--- src/rtl/mem_access_unit.sv ---
// Data-memory initiator: turns execute-stage load/store requests into memory pin activity
// and returns load beats (1-4 consecutive words) to writeback.
// Latency: a store occupies one cycle on the pins. A load's first beat appears on resp_valid
// at the second edge, counting the acceptance edge as the first. Each later beat takes two
// more edges at best.
// Backpressure: req_ready is high only when idle. resp_ready low parks the unit in RESP with
// the beat held stable and no memory traffic. At most one request is in flight.
//
// Ports:
//   clk, reset                     system clock; synchronous active-high reset
//   req_valid/req_ready            request handshake
//   req_write, req_addr,           request payload: store flag, start word address,
//   req_wdata, req_len             store data, and load beats-1
//   mem_address, mem_wdata,        registered memory pins; the memory samples writes on
//   mem_write, mem_read            posedge and returns read data on negedge
//   mem_rdata                      read data, valid at the posedge that closes a mem_read cycle
//   resp_valid/resp_ready          load-beat handshake
//   resp_data, resp_last           beat payload; resp_last marks the final beat
//   busy                           unit is not idle
module mem_access_unit #(
  parameter int ADDR_W = 64,
  parameter int DATA_W = 64,
  parameter int LEN_W  = 2
) (
  input  logic              clk,
  input  logic              reset,
  input  logic              req_valid,
  output logic              req_ready,
  input  logic              req_write,
  input  logic [ADDR_W-1:0] req_addr,
  input  logic [DATA_W-1:0] req_wdata,
  input  logic [LEN_W-1:0]  req_len,
  output logic [ADDR_W-1:0] mem_address,
  output logic [DATA_W-1:0] mem_wdata,
  output logic              mem_write,
  output logic              mem_read,
  input  logic [DATA_W-1:0] mem_rdata,
  output logic              resp_valid,
  output logic [DATA_W-1:0] resp_data,
  output logic              resp_last,
  input  logic              resp_ready,
  output logic              busy
);

  typedef enum logic [1:0] {
    IDLE = 2'd0,
    WR   = 2'd1,
    RD   = 2'd2,
    RESP = 2'd3
  } state_t;

  state_t           state;
  logic [LEN_W-1:0] beats_left;

  // Both are decoded straight from the state register. This lets a held request be taken
  // on the first idle cycle.
  assign req_ready = (state == IDLE);
  assign busy      = (state != IDLE);

  always_ff @(posedge clk) begin
    if (reset) begin
      state       <= IDLE;
      beats_left  <= '0;
      mem_address <= '0;
      mem_wdata   <= '0;
      mem_write   <= 1'b0;
      mem_read    <= 1'b0;
      resp_valid  <= 1'b0;
      resp_data   <= '0;
      resp_last   <= 1'b0;
    end else begin
      case (state)
        IDLE: begin
          if (req_valid) begin
            mem_address <= req_addr;
            beats_left  <= req_len;
            if (req_write) begin
              mem_wdata <= req_wdata;
              mem_write <= 1'b1;
              state     <= WR;
            end else begin
              mem_read  <= 1'b1;
              state     <= RD;
            end
          end
        end

        // The memory commits the store on the edge that closes this cycle.
        WR: begin
          mem_write <= 1'b0;
          state     <= IDLE;
        end

        // The memory captured read data on the negedge inside this cycle.
        RD: begin
          resp_data  <= mem_rdata;
          resp_valid <= 1'b1;
          resp_last  <= (beats_left == '0);
          mem_read   <= 1'b0;
          state      <= RESP;
        end

        RESP: begin
          if (resp_ready) begin
            resp_valid <= 1'b0;
            if (beats_left == '0) begin
              resp_last <= 1'b0;
              state     <= IDLE;
            end else begin
              // The address wraps modulo 2^ADDR_W. The memory only decodes the low bits.
              beats_left  <= beats_left - LEN_W'(1);
              mem_address <= mem_address + ADDR_W'(1);
              mem_read    <= 1'b1;
              state       <= RD;
            end
          end
        end

        default: state <= IDLE;
      endcase
    end
  end

endmodule

--- config.mk ---
export PLATFORM = sky130hd
export DESIGN_NAME = mem_access_unit
export DESIGN_NICKNAME = d
export VERILOG_FILES = /design/src/rtl/mem_access_unit.sv
export SDC_FILE = /design/constraint.sdc
export NUM_CORES = 1
export LEC_CHECK = 0
export BUFFER_PORTS_ARGS = -buffer_cell sky130_fd_sc_hd__buf_2
export CAP_MARGIN = 10
export CORE_AREA = 2 2 154 156
export CTS_CLUSTER_SIZE = 20
export DETAILED_ROUTE_END_ITERATION = 8
export DIE_AREA = 0 0 156 158
export PLACE_DENSITY = 0.7
export SYNTH_ARGS = -nofsm -noshare
export SYNTH_HDL_FRONTEND = slang
export SYNTH_SLANG_ARGS = --single-unit
--- constraint.sdc ---
create_clock -name clk -period 1.85 [get_ports clk]
set_input_delay 0 -clock clk [delete_from_list [all_inputs] [get_ports clk]]
set_output_delay 0 -clock clk [all_outputs]
set_load 0.01 [all_outputs]
==> impl_metrics.tcl <==
set metrics [dict create \
    overflow 0 \
    synth_nets 1428 \
    dr.pass1.iters 7 \
    drive_gt1_frac 0.411 \
    status "complete, but fails checks" \
    min_path_type "input port to register" \
    p_per_area_mw_per_mm2 676 \
    place_worst_setup_slack_ns -0.213 \
    setup_viol 32 \
    wl_per_cell_um 19.0 \
    fp.dieH_um 158 \
    via_per_inst 5.62 \
    rsz0062_at_grt "yes" \
    grt_pass1_wl_mm 60.6 \
    worst_pin_slew_ns 0.607 \
    cp-end-kind "register" \
    peakVddDrop_v 0.000579 \
    synthArstFlopShare 0 \
    post-route-drc-count 0 \
    nets 2158 \
    h-tree-depth 4 \
    seq_area_frac_synth 0.436 \
    stdcell_area_sq_mm 0.0163 \
    wl_mm 42.9 \
    cap_viol_max_count 0 \
    antenna_found_initial 3 \
    synth_warnings 0 \
    fin_crit_sh 1.15 \
    setup_ws_ns -0.276 \
    fin_cells 2262 \
    yosysUniqueCellTypes 75 \
    ant_nets 0 \
    power.leakage_nw 7.30 \
    r2r_cells 8 \
    path_class "register to register" \
    slew_viol_final 0 \
    vias 12700 \
    initial_core_util 0.398 \
    worstPathArrival_ns 2.48 \
    ios 397 \
    area_growth_pct 77.9 \
    cp-startpoint "mem_address[12]" \
    syn_avg_cell_area_sq_um 7.48 \
    synth_area_sq_mm 0.00918 \
    grt_usage 0.309 \
    finalHoldViolCount 1 \
    worstPathRequired_ns 2.21 \
    rows 56 \
    grt_pass1_vias 11600 \
    finalHoldWorstSlack_ns -0.00284 \
    hpwl_mm 27.0 \
    cp-endpoint "mem_address[27]" \
    dp.cells 2010 \
    fp.dieW_um 156 \
    synthFlopType "dfxtp_1" \
    clockRootBuffer "clkbuf_16" \
    cp-start-kind "register" \
    slew_headroom 0.595 \
    synth_edf_count 0 \
    die-area_sq_mm 0.0246 \
    cts_made_buffers 17 \
    rrSetupSlack_ns -0.28 \
    period_needed_ns 2.13 \
    ys_seq_elements 200 \
    core_sq_mm 0.0231 \
    cts_tree "done" \
    nFillCells 1692 \
    worstReg2RegEnd "mem_address[27]" \
    grt_max_degree 115 \
    clockBufferDepth 2 \
    violations "negative hold slack, negative setup slack" \
    critPathMaxFanout 4 \
    cts_sinks 200 \
    syn_inst 1227 \
    io_buffers 396 \
    routabilityCongestion 0.964 \
    clock_latency_ns 0.44 \
    clk_pin_slew_ns 0.08 \
    drt_iter0_drc 1153 \
    skew_ns 0.0129 \
    fmax_ghz 0.470 \
    placed_cell_area_sq_mm 0.0128 \
    reg2reg_from "mem_address[12]" \
]
stage by stage:
| step | util | TNS, ns | total power [mW] |
|---|---|---|---|
| global route | 0.708 | -5.43 | 11.4 |
| detailed placement | 0.556 | -4.60 | 6.79 |
| floorplan | - | -0.261 | 5.75 |
| finish | 0.708 | -2.95 | 11.0 |
| global placement | 0.556 | -2.07 | 6.76 |
| CTS | 0.677 | -0.919 | 10.9 |
logic make-up after synthesis:
logic type                 after synthesis  share of synthesized area
DFF                                    200                      0.436
muxes                                    9                     0.0102
and+or+nand+nor                        594                      0.300
AOI/OAI and AO/OA                      318                      0.202
adders and majority gates                2                    0.00273
buffers and inverters                  104                     0.0491
flip-flops by register name, indices dropped and copies added (netlist names):
signal	cells
mem_address	64
mem_wdata	64
resp_data	64
beats_left	2
state	2
mem_read	1
mem_write	1
resp_last	1
resp_valid	1
worst min path at each step:
| stage | end | slack, ns | cells past startpoint | startpoint |
|---|---|---|---|---|
| final | mem_address[37] | -0.003 | 4 | req_addr[37] |
| after global routing | mem_address[37] | 0.007 | 4 | req_addr[37] |
| after CTS | mem_address[52] | 0.008 | 4 | req_addr[52] |
| after detailed placement | mem_wdata[38] | 0.25 | 3 | req_wdata[38] |
| after global placement | mem_wdata[34] | 0.24 | 3 | req_wdata[34] |
| after floorplan | state[1] | 0.12 | 1 | resp_ready |
cells in the mapped netlist (3+ instances only):
cell | count | area, sq um
a211oi_1 | 7 | 52.6
a21oi_1 | 185 | 926
a221oi_1 | 3 | 26.3
a22oi_1 | 15 | 113
a311oi_1 | 4 | 35.0
a31oi_1 | 27 | 169
and2_1 | 6 | 37.5
and3_1 | 27 | 169
and4_1 | 6 | 52.6
buf_1 | 6 | 22.5
buf_2 | 4 | 20.0
clkbuf_1 | 70 | 263
clkbuf_8 | 4 | 55.1
dfxtp_1 | 200 | 4000
inv_1 | 16 | 60.1
mux2_2 | 3 | 33.8
mux2i_1 | 6 | 60.1
nand2_1 | 324 | 1220
nand2b_1 | 3 | 18.8
nand3_1 | 43 | 215
nand3b_1 | 5 | 37.5
nand4_1 | 23 | 144
nor2_1 | 67 | 251
nor3_1 | 28 | 140
nor4_1 | 19 | 119
o211ai_1 | 4 | 30.0
o21ai_0 | 36 | 180
o22ai_1 | 4 | 25.0
o31ai_1 | 4 | 30.0
o32ai_1 | 5 | 43.8
or3_1 | 13 | 81.3
or4_1 | 5 | 37.5
routing by layer:
layer	share of wire	vias up	global-route usage
met2	0.47	835	0.515
met5	0.00030	-	0
li1	-	5794	-
met1	0.38	5883	0.375
met3	0.098	201	0.0766
met4	0.055	2	0.143
power by group:
part           switching [mW]  internal [mW]
Combinational            1.28           1.19
Clock                    1.97           1.82
Sequential              0.194           4.58
critical path, stage by stage (launching register included):
cell	delay [ns]
dfxtp_2	0.33
nand4_1	0.20
nor4_4	0.33
buf_4	0.20
buf_6	0.12
and2_4	0.15
nand4_1	0.15
or4_1	0.43
a31oi_1	0.14
cell type report:
class | count | area, sq um | area share
timing repair buffer | 799 | 5760 | 0.353
multi-input combinational | 923 | 5490 | 0.336
sequential | 200 | 4070 | 0.249
clock buffer | 18 | 429 | 0.0263
tap | 290 | 363 | 0.0222
clock inverter | 13 | 149 | 0.00912
inverter | 16 | 60.1 | 0.00368
antenna | 3 | 7.51 | 0.000460
what timing repair did:
action | 4_1_cts | 5_1_grt
gates cloned | 0 | 1
gates resized for setup | 66 | 126
hold buffers | 185 | 0
pin swaps | 23 | 72
buffers inserted | 10 | 24
setup endpoints to repair | 53 | 50
endpoints found under the hold margin | 185 | 0
placed cells by master (no fill, tap or decap), drive strengths merged, types with 5 or more instances in the layout:
| master | instances |
|---|---|
| nor2 | 68 |
| nor3 | 28 |
| and4 | 6 |
| o21ai | 36 |
| a22oi | 15 |
| o32ai | 5 |
| mux2i | 6 |
| and2 | 6 |
| or3 | 14 |
| nand3b | 5 |
| dfxtp | 200 |
| buf | 613 |
| clkbuf | 19 |
| a21oi | 185 |
| a31oi | 27 |
| or4 | 6 |
| and3 | 28 |
| nor4 | 21 |
| nand2 | 325 |
| inv | 25 |
| a211oi | 7 |
| nand3 | 45 |
| dlygate4sd3 | 185 |
| nand4 | 24 |
Power figures use the tool's default switching activity.
